File: config.mk
export PLATFORM = sky130hd
export DESIGN_NAME = crc_arb
export DESIGN_NICKNAME = d
export VERILOG_FILES = /design/src/rtl/crc_arb.sv
export SDC_FILE = /design/constraint.sdc
export NUM_CORES = 1
export LEC_CHECK = 0
export BUFFER_PORTS_ARGS = -buffer_cell sky130_fd_sc_hd__buf_2
export CAP_MARGIN = 20
export CELL_PAD_IN_SITES_DETAIL_PLACEMENT = 1
export CELL_PAD_IN_SITES_GLOBAL_PLACEMENT = 2
export CORE_MARGIN = 2
export CORE_UTILIZATION = 29
export DETAILED_ROUTE_END_ITERATION = 16
export GPL_TIMING_DRIVEN = 0
export PLACE_DENSITY_LB_ADDON = 0.1
export SLEW_MARGIN = 20
export SYNTH_ARGS = -nofsm -noshare
export SYNTH_HDL_FRONTEND = slang
export SYNTH_SLANG_ARGS = --single-unit
File: constraint.sdc
create_clock -name clk -period 4.9 [get_ports clk]
set_input_delay 0.98 -clock clk [delete_from_list [all_inputs] [get_ports clk]]
set_output_delay 0.98 -clock clk [all_outputs]
set_load 0.01 [all_outputs]
File: src/rtl/crc_arb.sv
// Two-requester round-robin arbiter in front of a single CRC register port.
// Reads are bursts of up to 3 words with a fixed RD_LAT read latency; writes are always one word.
module crc_arb #(
    parameter int RD_LAT = 1
) (
    input  logic        clk,
    input  logic        rst,
    input  logic        req0,
    input  logic        req1,
    input  logic        rw0,
    input  logic        rw1,
    input  logic [1:0]  len0,
    input  logic [1:0]  len1,
    input  logic [31:0] addr0,
    input  logic [31:0] addr1,
    input  logic [31:0] wdata0,
    input  logic [31:0] wdata1,
    output logic        gnt0,
    output logic        gnt1,
    output logic        rvld0,
    output logic        rvld1,
    output logic [31:0] rdata,
    output logic        done0,
    output logic        done1,
    output logic        busy,
    output logic [31:0] crc_addr,
    output logic [31:0] crc_data_wr,
    output logic        crc_RW,
    output logic        crc_Sel,
    input  logic [31:0] crc_data_rd
);

    typedef enum logic [1:0] {IDLE, ACCESS, WAIT, DONE} state_t;

    localparam logic [1:0] WAIT_INIT = 2'(RD_LAT - 1);

    state_t      state_q, state_d;
    logic        owner_q, owner_d;
    logic        rw_q, rw_d;
    logic [1:0]  beats_q, beats_d;
    logic [1:0]  cnt_q, cnt_d;
    logic        fav1_q, fav1_d;
    logic        gnt0_q, gnt0_d, gnt1_q, gnt1_d;
    logic        rvld0_q, rvld0_d, rvld1_q, rvld1_d;
    logic        done0_q, done0_d, done1_q, done1_d;
    logic        busy_q, busy_d;
    logic        sel_q, sel_d;
    logic        crc_rw_q, crc_rw_d;
    logic [31:0] crc_addr_q, crc_addr_d;
    logic [31:0] crc_wdata_q, crc_wdata_d;
    logic [31:0] rdata_q, rdata_d;
    logic        pick;
    logic [1:0]  len_sel;

    // Outputs are computed for the state being entered so that every output is a flop.
    always_comb begin
        state_d     = state_q;
        owner_d     = owner_q;
        rw_d        = rw_q;
        beats_d     = beats_q;
        cnt_d       = cnt_q;
        fav1_d      = fav1_q;
        gnt0_d      = 1'b0;
        gnt1_d      = 1'b0;
        rvld0_d     = 1'b0;
        rvld1_d     = 1'b0;
        done0_d     = 1'b0;
        done1_d     = 1'b0;
        sel_d       = 1'b0;
        crc_rw_d    = 1'b0;
        crc_addr_d  = crc_addr_q;
        crc_wdata_d = crc_wdata_q;
        rdata_d     = rdata_q;
        pick        = req1 & (~req0 | fav1_q);
        len_sel     = pick ? len1 : len0;

        case (state_q)
            IDLE: begin
                if (req0 || req1) begin
                    owner_d     = pick;
                    fav1_d      = ~pick;
                    rw_d        = pick ? rw1 : rw0;
                    beats_d     = (len_sel == 2'd0) ? 2'd1 : len_sel;
                    crc_addr_d  = pick ? addr1 : addr0;
                    crc_wdata_d = pick ? wdata1 : wdata0;
                    gnt0_d      = ~pick;
                    gnt1_d      = pick;
                    sel_d       = 1'b1;
                    crc_rw_d    = rw_d;
                    state_d     = ACCESS;
                end
            end
            ACCESS: begin
                if (rw_q) begin
                    done0_d = ~owner_q;
                    done1_d = owner_q;
                    state_d = DONE;
                end else begin
                    cnt_d   = WAIT_INIT;
                    state_d = WAIT;
                end
            end
            WAIT: begin
                if (cnt_q == 2'd0) begin
                    rdata_d = crc_data_rd;
                    rvld0_d = ~owner_q;
                    rvld1_d = owner_q;
                    if (beats_q > 2'd1) begin
                        beats_d    = beats_q - 2'd1;
                        crc_addr_d = crc_addr_q + 32'd4;
                        sel_d      = 1'b1;
                        state_d    = ACCESS;
                    end else begin
                        done0_d = ~owner_q;
                        done1_d = owner_q;
                        state_d = DONE;
                    end
                end else begin
                    cnt_d = cnt_q - 2'd1;
                end
            end
            DONE: begin
                state_d = IDLE;
            end
            default: begin
                state_d = IDLE;
            end
        endcase

        busy_d = (state_d != IDLE);
    end

    always_ff @(posedge clk or negedge rst) begin
        if (!rst) begin
            state_q     <= IDLE;
            owner_q     <= 1'b0;
            rw_q        <= 1'b0;
            beats_q     <= 2'd0;
            cnt_q       <= 2'd0;
            fav1_q      <= 1'b0;
            gnt0_q      <= 1'b0;
            gnt1_q      <= 1'b0;
            rvld0_q     <= 1'b0;
            rvld1_q     <= 1'b0;
            done0_q     <= 1'b0;
            done1_q     <= 1'b0;
            busy_q      <= 1'b0;
            sel_q       <= 1'b0;
            crc_rw_q    <= 1'b0;
            crc_addr_q  <= 32'd0;
            crc_wdata_q <= 32'd0;
            rdata_q     <= 32'd0;
        end else begin
            state_q     <= state_d;
            owner_q     <= owner_d;
            rw_q        <= rw_d;
            beats_q     <= beats_d;
            cnt_q       <= cnt_d;
            fav1_q      <= fav1_d;
            gnt0_q      <= gnt0_d;
            gnt1_q      <= gnt1_d;
            rvld0_q     <= rvld0_d;
            rvld1_q     <= rvld1_d;
            done0_q     <= done0_d;
            done1_q     <= done1_d;
            busy_q      <= busy_d;
            sel_q       <= sel_d;
            crc_rw_q    <= crc_rw_d;
            crc_addr_q  <= crc_addr_d;
            crc_wdata_q <= crc_wdata_d;
            rdata_q     <= rdata_d;
        end
    end

    assign gnt0        = gnt0_q;
    assign gnt1        = gnt1_q;
    assign rvld0       = rvld0_q;
    assign rvld1       = rvld1_q;
    assign done0       = done0_q;
    assign done1       = done1_q;
    assign busy        = busy_q;
    assign rdata       = rdata_q;
    assign crc_addr    = crc_addr_q;
    assign crc_data_wr = crc_wdata_q;
    assign crc_RW      = crc_rw_q;
    assign crc_Sel     = sel_q;

endmodule

==> impl_metrics.env, run 1 <==
export IMPL_p_sw_frac=0.411
export IMPL_syn_avg_cell_area_sq_um=10.1
export IMPL_skew_ns=0.00737
export IMPL_route_detailed_drc=0
export IMPL_rsz0062_at_grt="false"
export IMPL_synth_edf_count=0
export IMPL_area_delta_synth_final_pct=40.3
export IMPL_final_common_cell="buf_2"
export IMPL_drt_iter0_drc=168
export IMPL_slowest_delay_ns=0.53
export IMPL_io_buffers=274
export IMPL_chipHeight_microns=145
export IMPL_grt_pass1_vias=6189
export IMPL_finalHoldViolations=0
export IMPL_drive_gt1_frac=0.418
export IMPL_finalCritPeriodShare=0.602
export IMPL_switchingPower_uw=2180
export IMPL_yosysSeqAreaShare=0.494
export IMPL_tightest_slew_ns=1.05
export IMPL_cp_cell_sequence="inv_1 > ha_1 > nor3b_1 > a21o_1 > clkbuf_1 > buf_2 > buf_1 > o21ai_0"
export IMPL_critPathCaptureType="register"
export IMPL_hpwl_microns=15700
export IMPL_p_int_uw=3120
export IMPL_cts_tree="built"
export IMPL_peakVddDrop_v=0.000276
export IMPL_power_density_mw_per_mm2=654
export IMPL_nets=1040
export IMPL_antenna_cells=0
export IMPL_cts_sinks=114
export IMPL_antenna_found_initial=0
export IMPL_yosysUniqueCellTypes=46
export IMPL_htree_levels=4
export IMPL_clockBufferDepth=2
export IMPL_ios=275
export IMPL_timing_worst_setup_path_type="register to register"
export IMPL_layout_common_cells="buf_2, dfrtp_1, nand2_1"
export IMPL_crit_slowest_cell="buf_1"
export IMPL_postSynthCellCount=570
export IMPL_grt_first_pass_wirelength_microns=33700
export IMPL_hold_path_startpoint="crc_data_wr[1]$_DFFE_PN0P_"
export IMPL_clkLatencyLatePin_ns=0.42
export IMPL_firstDrtPassIters=5
export IMPL_synth_area_sq_mm=0.00578
export IMPL_die_area_sq_mm=0.0211
export IMPL_r2r_start="state_q[0]$_DFF_PN0_"
export IMPL_vias=5540
export IMPL_core_sq_mm=0.0195
export IMPL_slew_headroom=0.300
export IMPL_status="completed"
export IMPL_p_seq_frac=0.329
export IMPL_root_buffer="clkbuf_16"
export IMPL_finalPower_uw=5300
export IMPL_clkTransAtPathRegs_ns=0.06
export IMPL_synthFlopType="dfrtp_1"
export IMPL_holdPathStages=2
export IMPL_cts_buffers_inserted=17
export IMPL_grt_max_degree=63
export IMPL_yosysWarnings=0
export IMPL_slew_violations=0
export IMPL_fmax_mhz=339
export IMPL_cts_hold_buf=0
export IMPL_initial_core_util=0.296
export IMPL_gr_usage_all_layers=0.203
export IMPL_syn_nets=746
export IMPL_pwr_share_clk=0.236
export IMPL_totalWireLength_microns=20900
export IMPL_async_flop_share=1.00
export IMPL_hold_class="register to register"
export IMPL_wl_per_cell_microns=18.3
export IMPL_row_count=51
export IMPL_setup_tns_final_ns=0
export IMPL_cts_resized_gates=0
export IMPL_cp_top_family="buffers and inverters"
export IMPL_post_cts_setup_buffers=0
export IMPL_n_fill_cell=2353
export IMPL_gp_congestion=0.763
export IMPL_synth_seq_cells=114
export IMPL_drv_cap=0
export IMPL_die_w_microns=145
export IMPL_setup_viol=0
export IMPL_reg2reg_depth=8
export IMPL_r2r_setup_slack_ns=1.95
export IMPL_period_needed_ns=2.95
export IMPL_cp_max_fo=10
export IMPL_cp_buffers_inverters=4
export IMPL_worstPathArrival_ns=3.22
export IMPL_overflow=0
export IMPL_hold_end="crc_data_wr[1]$_DFFE_PN0P_"
export IMPL_leakagePower_uw=0.00402
export IMPL_ant_nets=0
export IMPL_rr_endpoint="crc_addr[2]$_DFFE_PN0P_"
export IMPL_p_comb_frac=0.435
export IMPL_viasPerCell=4.85
export IMPL_worstPathRequired_ns=5.17
export IMPL_start_kind="register"
==> cell type report <==
class | instances | area, sq um | area share
sequential | 114 | 2850 | 0.352
timing repair buffer | 275 | 1410 | 0.173
multi-input combinational | 405 | 2710 | 0.334
buffer | 37 | 163 | 0.0201
clock inverter | 12 | 144 | 0.0178
tap | 265 | 332 | 0.0409
clock buffer | 20 | 447 | 0.0551
inverter | 14 | 52.6 | 0.00648
==> state kept, by name, summed over array words and instances, names as in the netlist, 2 cells and up <==
name         count
beats_q          2
cnt_q            2
crc_addr        32
crc_data_wr     32
rdata           32
state_q          2
==> cells by family after synthesis <==
| family | after synthesis | synth area share |
|---|---|---|
| simple gates | 192 | 0.158 |
| compound gates | 118 | 0.135 |
| flops | 114 | 0.494 |
| mux | 89 | 0.163 |
| buf+inv | 51 | 0.0372 |
| fa+ha+maj | 6 | 0.0130 |
==> synthesized netlist by cell type (all sizes together), types with 2 or more instances <==
cell type  number  area, sq um
o21ai          40          200
nand4          10         77.6
and3            2         12.5
clkbuf         20         76.3
nand2b          2         12.5
nand2         103          387
and4            3         26.3
a221o           9         90.1
mux2           42          473
mux2i          47          470
and2            4         25.0
nor2           23         86.3
nand3          15         75.1
inv            14         52.6
buf            17         86.3
o211ai          5         37.5
dfrtp         114         2850
o41ai           2         17.5
a21oi          22          110
nor4            4         55.1
a21o            5         37.5
o221ai         12          105
nand3b          2         15.0
ha              6         75.1
a22oi          16          120
nor3           18         90.1
or4             2         18.8
==> how the worst max path moves through the flow <==
stage	slack (ns)	from	cells after the start	endpoint
5_1_grt	1.61	state_q[0]$_DFF_PN0_	8	crc_addr[2]$_DFFE_PN0P_
4_1_cts	1.93	state_q[0]$_DFF_PN0_	8	crc_addr[2]$_DFFE_PN0P_
3_5_place_dp	1.63	req0	7	crc_addr[2]$_DFFE_PN0P_
6_report	1.95	state_q[0]$_DFF_PN0_	8	crc_addr[2]$_DFFE_PN0P_
3_3_place_gp	1.28	rst	1	rdata[18]$_DFFE_PN0P_
2_1_floorplan	2.47	crc_addr[2]$_DFFE_PN0P_	7	crc_addr[30]$_DFFE_PN0P_
==> metrics by stage <==
stage                     hold slack, ns  cells  cell area [sq um]  setup slack, ns  utilization
after CTS                          0.464   1142               8110             1.93        0.415
after global routing               0.486   1142               8110             1.61        0.415
final                              0.458   1142               8110             1.95        0.415
after global placement             0.451   1109               7480             1.28        0.383
after detailed placement           0.452   1110               7510             1.63        0.385
after floorplan                    0.448    570               5780             2.47            -
==> metal layers <==
metal | up-vias | GRT usage | wire length, microns
li1 | 2642 | - | -
met1 | 2722 | 0.239 | 8650
met2 | 162 | 0.361 | 10900
met3 | 14 | 0.0604 | 1180
met4 | 0 | 0.0525 | 235
met5 | - | 0 | 0
==> power by group through the flow <==
stage / clock network [uW] / logic (uW) / registers, uW
6_report: 1250 / 2300 / 1750
5_1_grt: 1330 / 2560 / 1820
4_1_cts: 1290 / 2350 / 1750
3_5_place_dp: 0 / 2340 / 1760
3_3_place_gp: 0 / 2270 / 1730
2_1_floorplan: 0 / 1150 / 1910
==> worst register-to-register path, stage by stage (launching register included) <==
cell and delay, ns:
dfrtp_1 0.39, inv_1 0.11, ha_1 0.28, nor3b_1 0.42, a21o_1 0.14, clkbuf_1 0.42, buf_2 0.34, buf_1 0.53
o21ai_0 0.18
No activity file was read; power rests on OpenSTA's default activity.
==> run 2, diff against run 1 <==
- CORE_UTILIZATION: 29 -> 27
- clock period: 4.9 -> 2.9 ns (I/O delays scaled with it)
==> run 2 against run 1 <==
- fmax increased by 11%
- setup slack worse by 1.7 ns
- wire length rose by 2.7%
- clock skew increased by 0.0025 ns
- combinational power up 69%
- clock-buffer cell count down 2
- first-iteration DRC count decreased by 17%
- register-to-register slack lost 1.7 ns
- die area increased by 7.2%
- largest cell class unchanged
==> impl_metrics.env, run 2 (synthesized netlist as in run 1, its figures left out) <==
export IMPL_area_delta_synth_final_pct=40.8
export IMPL_rsz0062_at_grt="false"
export IMPL_root_buffer="clkbuf_16"
export IMPL_cp_max_fo=10
export IMPL_cts_sinks=114
export IMPL_firstDrtPassIters=4
export IMPL_cts_tree="built"
export IMPL_cts_buffers_inserted=17
export IMPL_finalCritPeriodShare=0.912
export IMPL_viasPerCell=4.83
export IMPL_cts_hold_buf=0
export IMPL_drive_gt1_frac=0.426
export IMPL_status="completed"
export IMPL_worstPathArrival_ns=2.94
export IMPL_vias=5576
export IMPL_route_detailed_drc=0
export IMPL_wl_per_cell_microns=18.6
export IMPL_grt_first_pass_wirelength_microns=32800
export IMPL_die_area_sq_mm=0.0226
export IMPL_r2r_setup_slack_ns=0.26
export IMPL_leakagePower_uw=0.00402
export IMPL_worstPathRequired_ns=3.20
export IMPL_setup_viol=0
export IMPL_nets=1038
export IMPL_r2r_start="crc_addr[2]$_DFFE_PN0P_"
export IMPL_grt_pass1_vias=5972
export IMPL_clkTransAtPathRegs_ns=0.06
export IMPL_die_w_microns=150
export IMPL_finalHoldViolations=0
export IMPL_chipHeight_microns=150
export IMPL_layout_common_cells="buf_2, dfrtp_1, nand2_1"
export IMPL_hpwl_microns=16100
export IMPL_peakVddDrop_v=0.000471
export IMPL_final_common_cell="buf_2"
export IMPL_placed_area_sq_mm=0.00753
export IMPL_initial_core_util=0.275
export IMPL_totalWireLength_microns=21500
export IMPL_overflow=0
export IMPL_clockBufferDepth=2
export IMPL_htree_levels=4
export IMPL_critPathCaptureType="register"
export IMPL_stdcell_area_sq_mm=0.00814
export IMPL_drt_iter0_drc=140
export IMPL_hold_class="input port to asynchronous set/reset pin"
export IMPL_skew_ns=0.00987
export IMPL_ios=275
export IMPL_slowest_delay_ns=0.54
export IMPL_start_kind="register"
export IMPL_setup_tns_final_ns=0
export IMPL_gp_congestion=0.757
export IMPL_timing_worst_setup_path_type="register to register"
export IMPL_slew_violations=0
export IMPL_reg2reg_depth=7
export IMPL_row_count=53
export IMPL_antenna_found_initial=6
export IMPL_drv_cap=0
export IMPL_tightest_slew_ns=0.994
export IMPL_cp_cell_sequence="ha_1 > nand4_1 > or4_4 > buf_6 > nor4_4 > mux2_1 > a221o_1"
export IMPL_core_sq_mm=0.0210
export IMPL_fmax_mhz=378
export IMPL_clkLatencyLatePin_ns=0.42
export IMPL_period_needed_ns=2.64
export IMPL_rr_endpoint="crc_addr[30]$_DFFE_PN0P_"
export IMPL_gr_usage_all_layers=0.193
export IMPL_crit_slowest_cell="or4_4"
export IMPL_power_density_mw_per_mm2=1100
export IMPL_slew_headroom=0.337
export IMPL_io_buffers=274
export IMPL_post_cts_setup_buffers=0
export IMPL_grt_max_degree=73
export IMPL_ant_nets=0
[run 2: through the flow]
stage               hold slack, ns  total power, uW  instances  utilization  setup WS (ns)
floorplan                    0.284             5170        570            -          0.474
global placement             0.450             6800       1119        0.356         -0.330
detailed placement           0.454             6960       1120        0.358        -0.0757
CTS                         0.0856             9140       1151        0.386          0.100
global route                 0.100             9670       1153        0.387         0.0914
finish                      0.0837             8970       1154        0.387          0.256
[run 2: what timing repair did]
| item | CTS | global route |
|---|---|---|
| pin swaps | 0 | 0 |
| setup endpoints to repair | 11 | 19 |
| resized for setup | 0 | 4 |
[run 2: cell type report]
class,instances,area [sq um]
well taps,275,344
repair buffers,275,1410
plain buffers,35,156
multi-input cells,405,2720
clock inverters,14,155
flip-flops and latches,114,2850
clock buffers,18,439
diodes,4,10.0
fillers,2513,12900
inverters,14,52.6
[run 2: how the worst max path moves through the flow]
stage                                to  depth (start not counted)  slack (ns)                     from
4_1_cts          beats_q[0]$_DFFE_PN0P_                          9        0.10     state_q[0]$_DFF_PN0_
3_3_place_gp      rdata[14]$_DFFE_PN0P_                          1       -0.33                      rst
5_1_grt          beats_q[0]$_DFFE_PN0P_                          9        0.09     state_q[0]$_DFF_PN0_
6_report       crc_addr[30]$_DFFE_PN0P_                          7        0.26  crc_addr[2]$_DFFE_PN0P_
2_1_floorplan  crc_addr[30]$_DFFE_PN0P_                          7        0.47  crc_addr[2]$_DFFE_PN0P_
3_5_place_dp     beats_q[0]$_DFFE_PN0P_                         10       -0.08     state_q[0]$_DFF_PN0_
[run 2: layer usage]
layer  track usage  vias to the layer above  wire, microns
li1              -                     2647              -
met1         0.236                     2722           9180
met2         0.328                      170          10700
met3        0.0503                       33           1220
met4        0.0675                        4            416
met5             0                        -             27
[run 2: critical path, delay by kind of cell (launching register included)]
kind	cells	cell delay (ns)
simple gates	3	0.95
mux	1	0.35
buf+inv	1	0.16
flops	1	0.47
compound gates	1	0.29
fa+ha+maj	1	0.29
[run 2: report_power, final]
group	total [uW]	internal [uW]	switching (uW)	leakage [uW]
Combinational	3890	1610	2290	0.00236
Sequential	2960	2370	590	0.00139
Clock	2120	1300	829	0.000276
Total	8970	5270	3700	0.00402
